$ cat src/rtl/fetch_buffer.sv
// fetch_buffer: fetch request generator feeding a DEPTH-entry {instr, pc} queue for decode.
// Define FETCH_BUFFER_BYPASS_EN to forward a response straight to decode when the queue is empty.
module fetch_buffer #(
    parameter int          DEPTH    = 4,
    parameter logic [31:0] RESET_PC = 32'h0000_0000
) (
    input  logic        clk,
    input  logic        reset_n,
    output logic        ReqValid,
    output logic [31:0] ReqAddr,
    input  logic        ReqReady,
    input  logic        RespValid,
    input  logic [31:0] RespData,
    input  logic        RedirectE,
    input  logic [31:0] PCTargetE,
    input  logic        StallD,
    output logic        ValidD,
    output logic [31:0] InstrD,
    output logic [31:0] PCD,
    output logic [31:0] PCPlus4D
);
    localparam int AW = $clog2(DEPTH);
    localparam logic [AW:0] DEPTH_C = (AW+1)'(DEPTH);

    logic [31:0] instr_q [DEPTH];
    logic [31:0] instr_d [DEPTH];
    logic [31:0] pc_buf_q [DEPTH];
    logic [31:0] pc_buf_d [DEPTH];
    logic [AW-1:0] head_q, head_d, tail_q, tail_d;
    logic [AW:0] count_q, count_d;
    logic [31:0] fetch_pc_q, fetch_pc_d, req_pc_q, req_pc_d;
    logic outstanding_q, outstanding_d, stale_q, stale_d;
    logic issue, resp_ok, bypass, push, pop;

    always_comb begin
        ReqValid = (count_q + (AW+1)'(outstanding_q)) < DEPTH_C && !RedirectE;
        ReqAddr = fetch_pc_q;
        issue = ReqValid && ReqReady;
        resp_ok = RespValid && outstanding_q && !stale_q && !RedirectE;
`ifdef FETCH_BUFFER_BYPASS_EN
        bypass = resp_ok && count_q == '0 && !StallD;
`else
        bypass = 1'b0;
`endif
        push = resp_ok && !bypass;
        pop = count_q != '0 && !StallD && !RedirectE;
        ValidD = count_q != '0 || bypass;
        InstrD = bypass ? RespData : ValidD ? instr_q[head_q] : 32'h0;
        PCD = bypass ? req_pc_q : ValidD ? pc_buf_q[head_q] : 32'h0;
        PCPlus4D = PCD + 32'd4;
        instr_d = instr_q;
        pc_buf_d = pc_buf_q;
        if (push) begin
            instr_d[tail_q] = RespData;
            pc_buf_d[tail_q] = req_pc_q;
        end
        head_d = RedirectE ? '0 : head_q + AW'(pop);
        tail_d = RedirectE ? '0 : tail_q + AW'(push);
        count_d = RedirectE ? '0 : count_q + (AW+1)'(push) - (AW+1)'(pop);
        fetch_pc_d = RedirectE ? {PCTargetE[31:2], 2'b00} : issue ? fetch_pc_q + 32'd4 : fetch_pc_q;
        req_pc_d = issue ? fetch_pc_q : req_pc_q;
        outstanding_d = issue || (outstanding_q && !RespValid);
        // a request still in flight across a redirect must have its response discarded
        stale_d = (RedirectE || stale_q) && outstanding_q && !RespValid;
    end

    always_ff @(posedge clk) begin
        instr_q <= instr_d;
        pc_buf_q <= pc_buf_d;
        if (!reset_n) begin
            head_q <= '0;
            tail_q <= '0;
            count_q <= '0;
            fetch_pc_q <= RESET_PC;
            req_pc_q <= 32'h0;
            outstanding_q <= 1'b0;
            stale_q <= 1'b0;
        end else begin
            head_q <= head_d;
            tail_q <= tail_d;
            count_q <= count_d;
            fetch_pc_q <= fetch_pc_d;
            req_pc_q <= req_pc_d;
            outstanding_q <= outstanding_d;
            stale_q <= stale_d;
        end
    end
endmodule
$ cat config.mk
export PLATFORM = sky130hd
export DESIGN_NAME = fetch_buffer
export DESIGN_NICKNAME = d
export VERILOG_FILES = /design/src/rtl/fetch_buffer.sv
export SDC_FILE = /design/constraint.sdc
export NUM_CORES = 1
export LEC_CHECK = 0
export CORE_ASPECT_RATIO = 1.25
export CORE_MARGIN = 8
export CORE_UTILIZATION = 44
export CTS_CLUSTER_SIZE = 28
export DETAILED_ROUTE_END_ITERATION = 12
export GPL_ROUTABILITY_DRIVEN = 0
export PLACE_DENSITY = 0.77
export REMOVE_ABC_BUFFERS = 1
export SYNTH_ARGS = -nofsm -noshare
export SYNTH_HDL_FRONTEND = slang
export SYNTH_SLANG_ARGS = --single-unit
$ cat constraint.sdc
create_clock -name clk -period 14 [get_ports clk]
set_input_delay 4.2 -clock clk [delete_from_list [all_inputs] [get_ports clk]]
set_output_delay 4.2 -clock clk [all_outputs]
set_load 0.02 [all_outputs]
# == Word-level counts from Yosys, hierarchy flattened ==
# Index checks and enable logic that the tools add are counted.
# word_totals
reg_bits,329
in_bits,70
out_inout_bits,130
word_cells,64
# classes
add_sub_neg,7
n_lt_le_gt_ge,4
mux,14
n_bitwise,3
n_reduce_logical,20
# op_table
operator,count
32-bit 2-to-1 mux,9
128-bit bitwise mux,2
32-bit binary-select mux with 2-bit select,2
32-bit by 3-bit adder with 32-bit output (second input constant),2
32-bit demux with 2-bit select,1
1-bit logical AND,11
3-bit by 1-bit adder with 3-bit output,2
3-bit greater-or-equal comparator (second input constant),2
2-bit inverter with 3-bit output,2
2-bit by 1-bit adder with 2-bit output,2
1-bit zero test,4
3-bit by 1-bit less-than comparator with 1-bit output (second input constant),1
3-bit less-than comparator (second input constant),1
3-bit nonzero test,1
3-bit by 1-bit subtractor with 3-bit output,1
1-bit logical OR,2
2-bit nonzero test,1
2-bit OR reduction,1
1-bit inverter,1

# == Logic depth before layout (Yosys ltp) ==
# depth
word_depth,6
depth_mapped,14
mapped_depth_nobuf,10

# == Least setup slack after synthesis ==
# Ideal clock, no wire load.
# synth_path
path_kind,input port to flip-flop
from,input RedirectE
to,register instr_q[100] (netlist bit) (enable)
t_arrival_ns,9.409
required_time_ns,13.429
slack_ns,4.021
cell_stages,5
cell_sequence,clkbuf_1 -> nor2_1 -> and3_1 -> clkbuf_1 -> nor3b_1
# synth_between
elab_chain_cells,2
# synth_rtl
element,line,text
from (decl),14,"input logic RedirectE,"
1-bit zero test,39,resp_ok = RespValid && outstanding_q && !stale_q && !RedirectE;
1-bit logical AND,39,
to (signal assigned),68,instr_q <= instr_d;
to (decl),25,logic [31:0] instr_q [DEPTH];
# Every way passes these cells.
# A chain may end at the register's enable or synchronous reset.

# == Worst setup path in the final report ==
# layout_path
from,input RedirectE
to,output ReqValid
# layout_between
elab_chain_cells,2
# layout_rtl
element,line,text
1-bit zero test,36,ReqValid = (count_q + (AW+1)'(outstanding_q)) < DEPTH_C && !RedirectE;
1-bit logical AND,36,
to (decl),9,"output logic ReqValid,"
# Every way passes these cells.

==> impl_metrics.csv <==
group,metric,value,unit
route,route.met3.wl,1730,um
clock_network,htreeDepth,1,
floorplan,die_area,36800,um^2
route,first_iter_violations,534,
synthesis,synth-simple-area-share,0.127,
setup_path,crit_family,"buffers and inverters",
route,wl_met2,16500,um
floorplan,die_width,173,um
timing,max_slew_margin,0.327,
place,port_buffers,191,
clock_network,cts_tree,"done",
finish,area_growth,24.3,%
clock_network,cts.clk_slew.worst_paths,0.06,ns
setup_path,cp-end-kind,"output pin",
finish,final.fill_count,2469,
setup_path,cpMaxStageDelayCell,"clkdlybuf4s50_1",
pwr,power.leakage,0.00551,uW
setup_path,crit_buf_inv,3,
synthesis,async_flop_share,0,
worst_hold_path,hold_path_class,"flop to flop",
route,wl,31900,um
setup_path,critical_path_class,"primary input to output pin",
clock_network,cts_resized,0,
global_route,grtUsageTotal,0.170,
route,vias,8694,
clock_network,clockBufferDepth,3,
timing,fin_crit,9.87,ns
synthesis,synth.distinct_cells,62,
setup_path,startpoint_type,"primary input",
floorplan,ios,200,
global_route,grt_pass1_wl,50000,um
place,dp_hpwl,20500,um
timing,fin_setup_tns,0,ns
pwr,p_per_area,116,nW/um^2
synthesis,synth_warnings,0,
finish,multi_input_area,4440,um^2
timing,maxSlewViolCount,0,
clock_network,clock_latency,0.56,ns
route,dr.max_layer_used,"met4",
setup_path,cp_max_fo,34,
synthesis,ys_ff_latch,317,
route,viasPerCell,5.47,
timing,hold_violations,0,
route,routedWlPerCell,20.1,um
floorplan,initial_core_util,0.442,
clock_network,cts_setup_buffers,0,
synthesis,muxShareOfSynthArea,0.112,
clock_network,cts_root_buffer,"clkbuf_16",
setup_path,crit_path_frequent_cell,"clkdlybuf4s50_1",
floorplan,row_count,72,
pwr,irDropWorstVdd,0.0733,mV
synthesis,syn_area,13600,um^2
global_route,grt_overflow_total,0,
global_route,first_global_vias,8923,
route,wl_met1,12900,um
synthesis,synth-adder-area-share,0.00516,
synthesis,synthFlopType,"edfxtp_1",
global_route,antenna_found_initial,0,
timing,skew,0.0286,ns
timing,hold_slack,0.496,ns
route,ant_nets,0,
finish,seq_area,8840,um^2
timing,fmax,0.101,GHz
timing,grt_setup_unrepaired,"no",
timing,tightestPinTransition,1.01,ns
floorplan,die_h,213,um
run,cap_violations,0,
setup_path,required,9.80,ns
outcome,outcome,"complete, no violations",
synthesis,synth_compound_area_frac,0.0531,
clock_network,cts_sinks,317,
timing,setup_violations,0,
clock_network,hold_buffers,0,
floorplan,coreArea,30700,um^2
setup_path,crit_path_max_incr_delay,0.55,ns
finish,fin_nets,1232,
synthesis,syn_avg_cell_area,13.9,um^2
synthesis,syn_inst,977,
finish,drive_above_1_share,0.117,
timing,fin_crit_sh,0.705,
synthesis,synth_top_family_by_area,"simple AND/OR/NAND/NOR gates",
setup_path,crit_arrival,5.67,ns
finish,diodes,0,
synthesis,yosysSeqAreaShare,0.650,
clock_network,numCtsBuffers,30,
synthesis,synth-xor-area-share,0.0258,
synthesis,synth-edff-count,248,
setup_path,cp_cell_sequence,"clkdlybuf4s50_1 -> buf_4 -> nor2_1 -> clkdlybuf4s50_1",
route,first_pass_iters,8,
route,drc,0,
global_route,grt_max_degree,63,
per-layer routing:
| layer | GRT usage | vias up |
|---|---|---|
| met1 | 0.204 | 4333 |
| met4 | 0.0533 | 0 |
| met2 | 0.308 | 288 |
| li1 | - | 4036 |
| met5 | 0 | - |
| met3 | 0.0291 | 37 |
cell usage after synthesis (14+ instances only):
cell	number	area, um^2
edfxtp_1	248	7450
nand2_1	131	492
dfxtp_1	69	1380
a21oi_1	59	295
and2_1	58	363
mux4_2	57	1280
nor2_1	39	146
clkbuf_1	37	139
nor3_1	26	130
xor2_1	26	228
nand3_1	25	125
o21ai_0	18	90.1
and3_1	14	87.6
xnor2_1	14	123
registers in the layout, summed over array words and instances (netlist names):
register       count
instr_q          128
pc_buf_q         120
ReqAddr           30
req_pc_q          30
count_q            3
head_q             2
tail_q             2
outstanding_q      1
stale_q            1
cells by family after synthesis:
group	Yosys count
adder cells (fa/ha/maj)	5
flip-flops	317
AND/OR/NAND/NOR	345
other	1
multiplexers	72
buffers and inverters	76
AO/OA/AOI/OAI	121
XOR/XNOR	40
stage by stage:
step	instances	area, um^2	total power [uW]	worst slack, ns	utilization
2_1_floorplan	919	13300	1090	3.91	-
3_3_place_gp	1532	15900	1140	4.14	0.516
3_5_place_dp	1532	15900	1140	4.14	0.516
4_1_cts	1588	16900	1980	4.13	0.550
5_1_grt	1588	16900	2030	4.07	0.550
6_report	1588	16900	1960	4.13	0.550
cells in the final DEF (no fill, tap or decap), types with 3 or more instances in the layout:
cell type / count
bufinv_16: 5
o21ai_0: 18
inv_1: 10
a221oi_1: 4
a21oi_1: 59
a31oi_1: 10
or3_1: 4
clkinv_2: 7
nor3_1: 25
o311ai_0: 4
dfxtp_1: 67
mux4_2: 57
o22ai_1: 5
nand2_1: 131
clkbuf_16: 31
clkinv_1: 6
and2_1: 58
mux4_1: 5
o211ai_1: 4
and4_1: 4
edfxtp_1: 248
nor2b_1: 4
nor4_1: 6
nand4_1: 11
mux2_2: 3
and3_1: 13
mux2i_1: 7
a22oi_1: 5
nor3b_1: 4
xnor2_1: 14
buf_4: 15
clkdlybuf4s50_1: 191
xor2_1: 26
ha_1: 4
nand3_1: 25
clkbuf_1: 5
nor2_1: 37
conb_1: 6
worst paths after layout:
check | from | end | cells past startpoint | slack [ns]
hold reg to reg | req_pc_q[31] | pc_buf_q[95] | 0 | 0.50
hold / removal | req_pc_q[31] | pc_buf_q[95] | 0 | 0.50
setup / recovery | RedirectE | ReqValid | 4 | 4.13
setup reg to reg | ReqAddr[2] | ReqAddr[14] | 6 | 11.67
power by group:
part	total, uW	internal [uW]	switching [uW]
registers	1030	1020	13.4
clock network	840	502	337
logic	89.6	42.8	46.8
final cells by class:
class                           count  area share
Sequential cell                   317       0.523
Inverter                           13     0.00289
Timing Repair Buffer              206       0.120
Clock inverter                     19      0.0133
Tap cell                          407      0.0301
Multi-Input combinational cell    589       0.263
Clock buffer                       37      0.0478
Note: power is estimated with default switching activity, not from simulation.
